===== config.mk =====
export PLATFORM = sky130hd
export DESIGN_NAME = seq_div
export DESIGN_NICKNAME = d
export VERILOG_FILES = /design/src/rtl/div_defs_pkg.sv /design/src/rtl/sub_div.sv /design/src/rtl/seq_div.sv
export SDC_FILE = /design/constraint.sdc
export NUM_CORES = 1
export LEC_CHECK = 0
export CELL_PAD_IN_SITES_DETAIL_PLACEMENT = 2
export CELL_PAD_IN_SITES_GLOBAL_PLACEMENT = 2
export CORE_MARGIN = 2
export CORE_UTILIZATION = 33
export DETAILED_ROUTE_END_ITERATION = 12
export PLACE_DENSITY_LB_ADDON = 0.1
export REMOVE_ABC_BUFFERS = 1
export SETUP_SLACK_MARGIN = 0.1
export SLEW_MARGIN = 20
export SYNTH_ARGS = -nofsm -noshare
export SYNTH_HDL_FRONTEND = slang
export SYNTH_SLANG_ARGS = --single-unit

===== constraint.sdc =====
create_clock -name clk -period 3.65 [get_ports clk]
set_clock_uncertainty 0.2 [all_clocks]
set_input_delay 0.73 -clock clk [delete_from_list [all_inputs] [get_ports clk]]
set_output_delay 0.73 -clock clk [all_outputs]
set_load 0.01 [all_outputs]

===== src/rtl/div_defs_pkg.sv =====
// Shared definitions for the iterative divider: FSM encodings and the
// fill value used to build the divide-by-zero quotient.
package div_defs;

   typedef enum logic [1:0] {
      ST_IDLE = 2'd0,
      ST_RUN  = 2'd1,
      ST_DONE = 2'd2
   } div_state_t;

   // Replicated to the operand width: a divide by zero returns all-ones.
   localparam logic DBZ_Q_FILL = 1'b1;

endpackage


===== src/rtl/sub_div.sv =====
// Trial-subtract stage of the divider: plain W-bit modulo subtraction.
// The MSB of the result doubles as the borrow when operands are zero-extended.
module sub_div #(
   parameter int W = 9
) (
   input  logic [W-1:0] i_a,
   input  logic [W-1:0] i_b,
   output logic [W-1:0] o_diff
);

   assign o_diff = i_a - i_b;

endmodule


===== src/rtl/seq_div.sv =====
// Iterative restoring divider, one quotient bit per clock, with a
// start/busy/done handshake toward the calculator control FSM.
module seq_div
   import div_defs::*;
#(
   parameter int N = 8
) (
   input  logic         clk,
   input  logic         rst,
   input  logic         start,
   input  logic [N-1:0] dividend,
   input  logic [N-1:0] divisor,
   output logic         busy,
   output logic         done,
   output logic [N-1:0] quotient,
   output logic [N-1:0] remainder,
   output logic         div_by_zero
);

   localparam int CW = $clog2(N + 1);

   div_state_t  r_state;
   // The restored partial remainder is always below the divisor, so its
   // (N+1)th bit is zero between iterations and is not stored.
   logic [N-1:0]  r_r;
   logic [N-1:0]  r_q;
   logic [N-1:0]  r_d;
   logic [CW-1:0] r_cnt;

   logic [N:0]    w_shift;
   logic [N:0]    w_trial;
   logic          w_take;
   logic [N:0]    w_r_next;
   logic [N-1:0]  w_q_next;
   logic          w_last;

   assign w_shift = {r_r, r_q[N-1]};

   sub_div #(.W(N + 1)) u_sub (
      .i_a   (w_shift),
      .i_b   ({1'b0, r_d}),
      .o_diff(w_trial)
   );

   assign w_take   = ~w_trial[N];
   assign w_r_next = w_take ? w_trial : w_shift;
   assign w_q_next = {r_q[N-2:0], w_take};
   assign w_last   = (r_cnt == CW'(1));

   always_ff @(posedge clk or posedge rst) begin
      if (rst) begin
         r_state     <= ST_IDLE;
         r_r         <= '0;
         r_q         <= '0;
         r_d         <= '0;
         r_cnt       <= '0;
         busy        <= 1'b0;
         done        <= 1'b0;
         quotient    <= '0;
         remainder   <= '0;
         div_by_zero <= 1'b0;
      end else begin
         done <= 1'b0;
         case (r_state)
            // DONE accepts a new start exactly like IDLE for back-to-back ops
            ST_IDLE, ST_DONE: begin
               busy    <= 1'b0;
               r_state <= ST_IDLE;
               if (start) begin
                  if (divisor == '0) begin
                     r_state     <= ST_DONE;
                     done        <= 1'b1;
                     quotient    <= {N{DBZ_Q_FILL}};
                     remainder   <= dividend;
                     div_by_zero <= 1'b1;
                  end else begin
                     r_d     <= divisor;
                     r_q     <= dividend;
                     r_r     <= '0;
                     r_cnt   <= CW'(N);
                     r_state <= ST_RUN;
                     busy    <= 1'b1;
                  end
               end
            end
            ST_RUN: begin
               r_r   <= w_r_next[N-1:0];
               r_q   <= w_q_next;
               r_cnt <= r_cnt - CW'(1);
               if (w_last) begin
                  r_state     <= ST_DONE;
                  busy        <= 1'b0;
                  done        <= 1'b1;
                  quotient    <= w_q_next;
                  remainder   <= w_r_next[N-1:0];
                  div_by_zero <= 1'b0;
               end
            end
            default: begin
               r_state <= ST_IDLE;
               busy    <= 1'b0;
            end
         endcase
      end
   end

endmodule


==> results.cfg <==
[outcome]
status = completed

[cells_and_area]
fin_nets = 342
layout-drive-gt1-share_pct = 6.75
utilization_pct = 42.0
nFillCells = 814
final_cell_mix = dfrtp_1 (49), nor2_1 (37), clkdlybuf4s50_1 (37), nand2_1 (30), o21ai_0 (24)
final_cell_area_um2 = 3080
area_delta_synth_final_pct = 22.5
final_common_cell = dfrtp_1
antenna_cells = 0

[global_routing]
grt_overflow = 0
grt_pass1_vias = 2408
grt_max_degree = 50
gr-usage-all-layers_pct = 18.9
grt_pass1_wl_mm = 12.5
antenna_found_initial = 0

[floorplan]
die_w_um = 91.3
rows = 31
core_um2 = 7330
dieArea_um2 = 8340
die_h_um = 91.3
start_util_pct = 34.3
ios = 38

[placed_design]
dp_hpwl_mm = 5.50
place_area_um2 = 3010
gp_congestion = 0.856
dp_slack_ns = 0.645
port_buffers = 37

[sta]
slew_headroom_pct = 41.9
post-route-min-period_ns = 2.99
hold_violations = 0
finalSetupViolCount = 0
finalWorstSetupSlack_ns = 0.657
fin_crit_sh_pct = 82.0
rsz0062_at_grt = false
worst_pin_slew_ns = 0.868
tns_ns = 0
slew_violations = 0
fmax_mhz = 334

[routing]
dr_wl_met3_um = 180
top_layer_used = met4
routed-wl-met2_mm = 3.68
drtIter0Drc = 58
wl_per_cell_um = 18.2
wl_met1_mm = 3.56
vias = 2181
totalWireLength_mm = 7.48
drtPass1Iterations = 4
vias_per_cell = 5.32
drc_errors = 0
drtAntennaViolNets = 0

[min_path]
hold_path_end = r_cnt[3]
min_path_cells = 1
min_path_type = flop to flop
hp-start = r_cnt[3]

[clock_tree]
tritoncts = built
post_cts_buffers = 0
numCtsBuffers = 5
post_cts_resized = 0
clkLatencyLatePin_ns = 0.30
hold_buffers = 0
clkSinkCount = 49
htreeDepth = 2
clk_path_buf_depth = 2
cts.clk_slew.worst_paths_ns = 0.09
cts.root.buffer_cell = clkbuf_8

[worst_setup_path]
worstSetupPathType = flop to flop
critPathMaxFanout = 7
reg2reg_slack_ns = 0.66
r2r-end = remainder[0]
endpoint_kind = flop
worst_setup_path_start_kind = flop
r2r-start = r_q[7]
worstPathArrival_ns = 3.01
r2r_cells = 11
cp.required_ns = 3.66

[logic_synthesis]
syn_area_um2 = 2510
syn_inst = 273
synth_top_cell_area_share_pct = 48.8
synthFlopType = dfrtp_1
ys_seq_elements = 49
synth_warnings = 0
synth_top_area_cell = dfrtp_1
ys_seq_area_share_pct = 48.8
syn_area_per_cell_um2 = 9.21
synth-edff-count = 0
ys_top_cells_by_area = dfrtp_1 (49%), nor2_1 (5.5%), ha_1 (5.0%)
synth_cell_types = 41
async_flop_share_pct = 100

[pwr]
leakage_nw = 1.35
ir_drop_mv = 0.252
power.density_nw_per_um2 = 1020
power_w = 0.00313

[flow_run]
drv_cap = 0
-- cells in the mapped netlist (7+ instances only) --
| library cell | n |
|---|---|
| a21oi_1 | 14 |
| clkbuf_1 | 9 |
| nor2_1 | 37 |
| o21ai_0 | 24 |
| dfrtp_1 | 49 |
| ha_1 | 10 |
| mux2i_1 | 10 |
| nand2_1 | 30 |
| nand3_1 | 15 |
| inv_1 | 15 |
| nor3_1 | 7 |
-- worst max path at each step --
stage | startpoint | to | slack [ns] | cells after the start
6_report | r_q[7] | remainder[0] | 0.66 | 11
5_1_grt | r_q[7] | r_r[0] | 0.40 | 11
4_1_cts | r_q[7] | remainder[0] | 0.63 | 11
3_5_place_dp | r_q[7] | remainder[0] | 0.65 | 11
3_3_place_gp | r_q[7] | remainder[0] | 0.69 | 11
2_1_floorplan | r_q[7] | remainder[0] | 0.77 | 10
-- where the power goes --
group / switching, W / total, W / internal, W
logic: 0.00106 / 0.00186 / 0.000801
registers: 0.000164 / 0.000961 / 0.000798
clock network: 0.000178 / 0.000305 / 0.000127
total: 0.00140 / 0.00313 / 0.00173
-- per-layer routing --
| layer | global-route usage (%) | vias up |
|---|---|---|
| li1 | - | 1021 |
| met1 | 24.9 | 1121 |
| met2 | 32.5 | 33 |
| met3 | 2.66 | 6 |
| met4 | 4.67 | 0 |
| met5 | 0 | - |
-- through the flow --
stage          hold slack (ns)  std cells
6_report                 0.297        410
5_1_grt                  0.327        410
4_1_cts                  0.296        410
3_5_place_dp             0.276        404
3_3_place_gp             0.261        404
2_1_floorplan            0.246        260
-- state kept, by name, summed over array words and instances, names as in the netlist --
signal,flops
r_r,8
remainder,8
quotient,8
done,1
r_state,2
r_cnt,4
r_d,8
busy,1
div_by_zero,1
r_q,8
-- cell type report --
type / count / area [um2] / area share, %
clock inverter: 1 / 5.00 / 0.162
clock buffer: 5 / 68.8 / 2.23
inverter: 15 / 56.3 / 1.83
timing repair buffer: 45 / 430 / 14.0
tap: 99 / 124 / 4.02
multi-input combinational: 196 / 1170 / 38.0
sequential: 49 / 1230 / 39.8
-- critical path, stage by stage (launching register included) --
cell and delay, ns:
dfrtp_1 0.37, inv_1 0.09, ha_1 0.17, inv_1 0.05
fa_1 0.42, a211oi_2 0.26, nor3_2 0.08, mux2i_1 0.13
nor3_2 0.37, buf_4 0.25, mux2_1 0.35, o221ai_1 0.16
-- cells by family (layout without fill, tap and decap cells) --
kind of cell / Yosys count / after routing / share of synthesized area, %
compound gates: 60 / 60 / 14.5
xor+xnor: 4 / 4 / 1.39
fa+ha+maj: 11 / 11 / 5.77
buf+inv: 28 / 66 / 4.73
flops: 49 / 49 / 48.8
mux: 12 / 12 / 4.88
simple gates: 109 / 109 / 20.0
Note: power is estimated with default switching activity, not from simulation.
